`config.mk`:
```
export PLATFORM = sky130hd
export DESIGN_NAME = atanh_cordic
export DESIGN_NICKNAME = d
export VERILOG_FILES = /design/src/rtl/atanh_cordic.sv
export SDC_FILE = /design/constraint.sdc
export NUM_CORES = 1
export LEC_CHECK = 0
export ABC_CLOCK_PERIOD_IN_PS = 13200
export CAP_MARGIN = 20
export CORE_ASPECT_RATIO = 1.1
export CORE_UTILIZATION = 50
export CTS_CLUSTER_SIZE = 40
export DETAILED_ROUTE_END_ITERATION = 16
export DONT_BUFFER_PORTS = 1
export SLEW_MARGIN = 20
export SYNTH_ARGS = -nofsm -noshare
export SYNTH_HDL_FRONTEND = slang
export SYNTH_SLANG_ARGS = --single-unit
```
`constraint.sdc`:
```
create_clock -name clk -period 13.2 [get_ports clk]
set_input_delay 3.96 -clock clk [delete_from_list [all_inputs] [get_ports clk]]
set_output_delay 3.96 -clock clk [all_outputs]
set_load 0.02 [all_outputs]
```
`src/rtl/atanh_cordic.sv`:
```
// atanh_cordic -- sequential fixed-point inverse hyperbolic tangent.
// Hyperbolic CORDIC in vectoring mode, one micro-rotation per cycle.
// Computes x_out = atanh(y_in) in signed Q(INT_WIDTH).(FRAC_WIDTH).
//
// Ports:
//   clk        rising-edge clock
//   reset      synchronous, active-low reset
//   in_valid   y_in valid            in_ready   block idle, can accept
//   y_in       signed input value
//   out_valid  x_out valid           out_ready  consumer accepts x_out
//   x_out      signed atanh result   sat        input clamped/saturated
//
// Build option: define ATANH_RANGE_EXT_EN to compile in the two
// expanded-range pre-rotations (PRE state) and widen the unclamped
// input range to |y| < 1.0.
module atanh_cordic #(
  parameter int INT_WIDTH  = 8,
  parameter int FRAC_WIDTH = 8,
  parameter int WIDTH      = INT_WIDTH + FRAC_WIDTH + 1,
  parameter int ITER       = 12,
  parameter int GUARD      = 4
) (
  input  logic                    clk,
  input  logic                    reset,
  input  logic                    in_valid,
  output logic                    in_ready,
  input  logic signed [WIDTH-1:0] y_in,
  output logic                    out_valid,
  input  logic                    out_ready,
  output logic signed [WIDTH-1:0] x_out,
  output logic                    sat
);

  localparam int IW      = WIDTH + GUARD;
  localparam int FW      = FRAC_WIDTH + GUARD;
  localparam int N_STEPS = (ITER >= 13) ? ITER + 2 : ITER + 1;
  localparam int CW      = $clog2(N_STEPS + 1);
`ifdef ATANH_RANGE_EXT_EN
  localparam int Y_LIM   = (1 << FRAC_WIDTH) - 1;
`else
  localparam int Y_LIM   = (205 << FRAC_WIDTH) / 256;
`endif

  localparam logic signed [IW-1:0]    X_ONE  = IW'(1 << FW);
  localparam logic signed [IW-1:0]    Z_SAT  = IW'(3 << FW);
  localparam logic signed [IW-1:0]    RND    = IW'(1 << (GUARD - 1));
  localparam logic        [WIDTH:0]   ONE_M  = (WIDTH+1)'(1 << FRAC_WIDTH);
  localparam logic        [WIDTH:0]   YLIM_M = (WIDTH+1)'(Y_LIM);
  localparam logic signed [WIDTH-1:0] YLIM_W = WIDTH'(Y_LIM);

  // Angle constants are held at 20 fractional bits and rounded to FW.
  function automatic logic signed [IW-1:0] q20_to_fw(input int v);
    return IW'(((v >>> (19 - FW)) + 1) >>> 1);
  endfunction

  function automatic int atanh_q20(input int unsigned s);
    case (s)
      1:       return 575989;
      2:       return 267820;
      3:       return 131761;
      4:       return 65622;
      5:       return 32779;
      6:       return 16385;
      7:       return 8192;
      default: return (s <= 20) ? (1 << (20 - s)) : 0;
    endcase
  endfunction

  typedef enum logic [1:0] {S_IDLE, S_PRE, S_ITER, S_DONE} state_t;

  state_t                  state_q, state_d;
  logic [CW-1:0]           cnt_q, cnt_d;
  logic signed [IW-1:0]    x_q, x_d, y_q, y_d, z_q, z_d;
  logic signed [WIDTH-1:0] x_out_q, x_out_d;
  logic                    sat_q, sat_d;
  logic                    out_valid_q, out_valid_d;
  logic                    in_ready_q, in_ready_d;

  // Micro-rotation datapath
  int unsigned             cnt_i, sh;
  logic signed [IW-1:0]    xs, ys, ang, x_rot, y_rot, z_rot;

  always_comb begin
    cnt_i = 32'(cnt_q);
    // Shift schedule 1,2,3,4,4,5,...,13,13,14,...: index 4 (and 13) repeated
    if (cnt_i < 4)        sh = cnt_i + 1;
    else if (cnt_i <= 13) sh = cnt_i;
    else                  sh = cnt_i - 1;
    xs  = x_q >>> sh;
    ys  = y_q >>> sh;
    ang = q20_to_fw(atanh_q20(sh));
`ifdef ATANH_RANGE_EXT_EN
    // Expanded-range steps i=-1 then i=0: factor 1 - 2^(i-2)
    if (state_q == S_PRE) begin
      sh  = (cnt_q == '0) ? 3 : 2;
      xs  = x_q - (x_q >>> sh);
      ys  = y_q - (y_q >>> sh);
      ang = (cnt_q == '0) ? q20_to_fw(1419798) : q20_to_fw(1020217);
    end
`endif
    if (!y_q[IW-1]) begin
      x_rot = x_q - ys;
      y_rot = y_q - xs;
      z_rot = z_q + ang;
    end else begin
      x_rot = x_q + ys;
      y_rot = y_q + xs;
      z_rot = z_q - ang;
    end
  end

  // Input range classification
  logic                    neg;
  logic signed [WIDTH:0]   yext;
  logic        [WIDTH:0]   mag;
  logic signed [WIDTH-1:0] ysel;

  always_comb begin
    neg  = y_in[WIDTH-1];
    yext = {y_in[WIDTH-1], y_in};
    mag  = neg ? -yext : yext;
    ysel = neg ? -YLIM_W : YLIM_W;
  end

  always_comb begin
    state_d     = state_q;
    cnt_d       = cnt_q;
    x_d         = x_q;
    y_d         = y_q;
    z_d         = z_q;
    x_out_d     = x_out_q;
    sat_d       = sat_q;
    out_valid_d = out_valid_q;
    case (state_q)
      S_IDLE: begin
        if (in_valid && in_ready_q) begin
          x_d   = X_ONE;
          y_d   = {y_in, {GUARD{1'b0}}};
          z_d   = '0;
          cnt_d = '0;
          sat_d = 1'b0;
          if (mag >= ONE_M) begin
            // Park the clamped result in Z and jump to the final rounding
            // cycle so the result appears one cycle after acceptance.
            sat_d   = 1'b1;
            z_d     = neg ? -Z_SAT : Z_SAT;
            cnt_d   = CW'(N_STEPS);
            state_d = S_ITER;
          end else begin
            if (mag > YLIM_M) begin
              sat_d = 1'b1;
              y_d   = {ysel, {GUARD{1'b0}}};
            end
`ifdef ATANH_RANGE_EXT_EN
            state_d = S_PRE;
`else
            state_d = S_ITER;
`endif
          end
        end
      end
`ifdef ATANH_RANGE_EXT_EN
      S_PRE: begin
        x_d = x_rot;
        y_d = y_rot;
        z_d = z_rot;
        if (cnt_q == CW'(1)) begin
          cnt_d   = '0;
          state_d = S_ITER;
        end else begin
          cnt_d = cnt_q + 1'b1;
        end
      end
`endif
      S_ITER: begin
        if (cnt_q == CW'(N_STEPS)) begin
          x_out_d     = WIDTH'((z_q + RND) >>> GUARD);
          out_valid_d = 1'b1;
          state_d     = S_DONE;
        end else begin
          x_d   = x_rot;
          y_d   = y_rot;
          z_d   = z_rot;
          cnt_d = cnt_q + 1'b1;
        end
      end
      S_DONE: begin
        if (out_ready) begin
          out_valid_d = 1'b0;
          state_d     = S_IDLE;
        end
      end
      default: state_d = S_IDLE;
    endcase
    in_ready_d = (state_d == S_IDLE);
  end

  always_ff @(posedge clk) begin
    if (!reset) begin
      state_q     <= S_IDLE;
      cnt_q       <= '0;
      x_q         <= '0;
      y_q         <= '0;
      z_q         <= '0;
      x_out_q     <= '0;
      sat_q       <= 1'b0;
      out_valid_q <= 1'b0;
      in_ready_q  <= 1'b0;
    end else begin
      state_q     <= state_d;
      cnt_q       <= cnt_d;
      x_q         <= x_d;
      y_q         <= y_d;
      z_q         <= z_d;
      x_out_q     <= x_out_d;
      sat_q       <= sat_d;
      out_valid_q <= out_valid_d;
      in_ready_q  <= in_ready_d;
    end
  end

  assign in_ready  = in_ready_q;
  assign out_valid = out_valid_q;
  assign x_out     = x_out_q;
  assign sat       = sat_q;

endmodule

```
==> out/summary.log <==
qor: pwr.power.switching_fraction 0.507
qor: floorplan.initial_core_util 0.508
qor: logic_synthesis.ys_ff_latch 89
qor: logic_synthesis.synth_edf_count 0
qor: layout.register_area 0.00178 mm2
qor: layout.nNetsFinal 1621
qor: global_route.grt_first_pass_wirelength 58.8 mm
qor: setup_path.r2r_start cnt_q[0]
qor: clock_tree.cts.htree.levels 3
qor: pwr.p_clk_frac 0.122
qor: logic_synthesis.post_synthesis_cell_type_count 106
qor: min_path.hold_path.startpoint x_q[0]
qor: routing.routed_wl 36.9 mm
qor: routing.first_iter_violations 967
qor: pwr.ir_worst_vdd 0.0000754 V
qor: outcome.outcome finished clean
qor: routing.tritonroute_pass_1_iters 5
qor: clock_tree.cts_made_buffers 9
qor: pwr.share_of_power_burned_in_registers 0.161
qor: global_route.grt_start_max_net_pins 98
qor: layout.num-fill-cells 2345
qor: setup_path.worst_ep_required_time 13.50 ns
qor: setup_path.worst-path-buf-inv 2
qor: timing.max_slew.worst_pin.slew 0.964 ns
qor: setup_path.crit_path_frequent_cell sky130_fd_sc_hd__a31oi_1
qor: layout.area.growth.synth_to_final 3.90%
qor: floorplan.num_io_pins 41
qor: setup_path.critical_path.startpoint cnt_q[0]
qor: setup_path.path_class flop to flop
qor: logic_synthesis.synthesis.instances 1567
qor: timing.setup_repair_after_global_routing_missed_its_margin no
qor: placed_design.detailed_place_hpwl 26.8 mm
qor: clock_tree.buffer_count_from_post_cts_setup_fixing 0
qor: setup_path.cp_data_arrival_time 8.18 ns
qor: placed_design.numPortBuffers 0
qor: pwr.totalPowerFinal 2320 uW
qor: clock_tree.cts_num_sinks 89
qor: setup_path.critical_path.slowest_cell sky130_fd_sc_hd__dfxtp_1
qor: layout.final_cell_mix 132 x sky130_fd_sc_hd__nand2_1, 119 x sky130_fd_sc_hd__a21oi_1, 94 x sky130_fd_sc_hd__nor2_1
qor: logic_synthesis.syn-cell-area 0.0120 mm2
qor: pwr.power_leakage 0.00511 uW
qor: routing.route.detailed.wl_per_inst 20.2 um
qor: logic_synthesis.synthFlopType sky130_fd_sc_hd__dfxtp_1
qor: run.drv.max_cap_violation_count 0
qor: layout.final_core_utilization 0.527
qor: pwr.power.combinational.fraction 0.717
qor: timing.slew_headroom 0.356
qor: layout.layout_commonest_cell sky130_fd_sc_hd__nand2_1
qor: floorplan.row_count 59
qor: global_route.global_route.overflow_total 0
qor: timing.skew 0.0163 ns
qor: timing.fin_crit_sh 0.597
qor: timing.setup_tns 0 ns
qor: clock_tree.cts_hold_repair.buffers 0
qor: timing.final-setup-viol-count 0
qor: setup_path.setup.worst_path.end_class flop
qor: floorplan.design.core.area 0.0236 mm2
qor: clock_tree.cts_tree yes
qor: floorplan.design.die.area 0.0246 mm2
qor: timing.report.final.hold_viol_count 0
qor: setup_path.r2r.worst_path.cells 25
qor: routing.drtAntennaViolNets 0
qor: placed_design.gpl.final_weighted_congestion 0.948
qor: setup_path.worst_path_largest_cell_delay 0.78 ns
qor: setup_path.timing.critical_path.from_type flop
qor: global_route.antenna_found_initial 0
qor: pwr.total_switching_power 1180 uW
qor: routing.route.detailed.drc 0
qor: clock_tree.cts-root-buf sky130_fd_sc_hd__clkbuf_16
qor: layout.antenna_cells 0
qor: setup_path.timing.critical_path.depth 25
qor: pwr.powerDensity 186 mW/mm2
qor: global_route.groute.layer.met1.usage 0.433
qor: floorplan.die_y 164 um
qor: min_path.hold_path.class flop to flop
qor: setup_path.worst-path-max-fanout 46
qor: layout.final_layout_size_suffix_gt1_frac 0.0901
qor: global_route.globalRouteTotalUtil 0.302
qor: clock_tree.insertion_delay_to_the_later_sink_of_the_worst_skew_pair 0.37 ns
qor: global_route.groute.layer.met3.usage 0.0356
qor: global_route.grt_use_met2 0.465
qor: timing.peak_freq 127 MHz
qor: clock_tree.postCtsResizedCells 0
qor: global_route.first_global_vias 11100
qor: clock_tree.clk_pin_slew_worst_paths 0.09 ns
qor: min_path.min_path_cells 2
qor: routing.drt_via_density 6.53
qor: timing.period_needed 7.88 ns
qor: routing.via_count 11900
qor: floorplan.chipWidth 150 um
qor: logic_synthesis.ys_seq_area_frac 0.149
qor: logic_synthesis.share_of_flip_flops_with_an_asynchronous_set_or_reset 0
qor: setup_path.reg2reg_slack 5.32 ns
qor: timing.number_of_slew_limit_violations_in_the_final_report 0
qor: setup_path.cpLargestDelayFamily simple AND/OR/NAND/NOR gates
qor: logic_synthesis.synthesis.yosys.warnings 0
qor: pwr.p_int 1140 uW
qor: global_route.busiest_layer met2
qor: logic_synthesis.mean_syn_cell_area 7.65 um2
qor: layout.multiInputGateArea 0.00967 mm2
qor: clock_tree.clock_tree.buffer_depth 2
metal layers:
metal | vias up | routed length [um] | part of all wire
met5 | - | 0 | 0
met3 | 71 | 2560 | 0.069
met1 | 5639 | 17400 | 0.47
met2 | 444 | 16000 | 0.43
met4 | 0 | 978 | 0.026
li1 | 5776 | - | -
metrics by stage:
stage / hold slack, ns / worst slack [ns] / cells / cell area [um2]
2_1_floorplan: 0.469 / 6.56 / 1581 / 12000
3_3_place_gp: 0.497 / 5.67 / 1810 / 12200
3_5_place_dp: 0.497 / 5.45 / 1810 / 12200
4_1_cts: 0.508 / 5.46 / 1826 / 12500
5_1_grt: 0.550 / 4.58 / 1826 / 12500
6_report: 0.501 / 5.32 / 1826 / 12500
tightest hold or removal path: stages (launching register included):
cell and delay [ns]:
sky130_fd_sc_hd__dfxtp_1 0.33, sky130_fd_sc_hd__nand3_1 0.06, sky130_fd_sc_hd__a21boi_0 0.07
power by group through the flow:
stage / logic, uW / clock network, uW / registers [uW]
global route: 1840 / 297 / 378
floorplan: 1360 / 0 / 338
finish: 1670 / 284 / 373
global placement: 1630 / 0 / 376
detailed placement: 1630 / 0 / 376
CTS: 1640 / 289 / 370
kinds of logic after synthesis:
group | after synthesis | synth area share
other | 2 | 0.000626
multiplexers | 103 | 0.114
flip-flops | 89 | 0.149
buffers and inverters | 140 | 0.0503
adder cells (fa/ha/maj) | 84 | 0.0895
AO/OA/AOI/OAI | 479 | 0.271
XOR/XNOR | 106 | 0.0774
AND/OR/NAND/NOR | 564 | 0.248
flip-flops by register name, indices dropped and copies added (netlist names):
signal and count:
in_ready 1, sat 1, out_valid 1, cnt_q 4, state_q 2, z_q 21
x_out 17, x_q 21, y_q 21
synth_stat cells (all sizes together) (7+ instances only):
| library cell | count | area, um2 |
|---|---|---|
| and3 | 34 | 213 |
| xnor2 | 64 | 561 |
| buf | 31 | 186 |
| a211o | 8 | 70.1 |
| a21o | 29 | 218 |
| o21ai | 97 | 489 |
| dfxtp | 89 | 1780 |
| and2 | 35 | 219 |
| or2 | 15 | 93.8 |
| nor2 | 101 | 424 |
| nand2 | 133 | 507 |
| nand4 | 16 | 100 |
| nand2b | 17 | 106 |
| a31oi | 28 | 175 |
| mux2 | 26 | 293 |
| ha | 81 | 1010 |
| xor2 | 42 | 368 |
| o21a | 9 | 67.6 |
| or3 | 10 | 62.6 |
| clkbuf | 64 | 240 |
| o211a | 23 | 238 |
| a211oi | 22 | 170 |
| mux4 | 24 | 541 |
| mux2i | 53 | 534 |
| o31ai | 12 | 90.1 |
| a22oi | 10 | 80.1 |
| o211ai | 16 | 120 |
| inv | 44 | 173 |
| a21oi | 121 | 617 |
| a21boi | 15 | 113 |
| nand3 | 81 | 405 |
| nor2b | 29 | 181 |
| nor3 | 41 | 221 |
| nor4 | 13 | 81.3 |
| o22ai | 7 | 43.8 |
final cells by class:
| type | instances | share of cell area |
|---|---|---|
| repair buffers | 19 | 0.0114 |
| clock buffers | 9 | 0.0181 |
| well taps | 305 | 0.0306 |
| inverters | 45 | 0.0142 |
| clock inverters | 7 | 0.00653 |
| flip-flops and latches | 89 | 0.143 |
| multi-input cells | 1352 | 0.776 |
path summary, 6_finish.rpt:
check                                to
worst max-delay path            z_q[20]
worst min-delay path             x_q[0]
worst max register to register  z_q[20]
worst min register to register   x_q[0]
(Power assumes the default switching activity.)
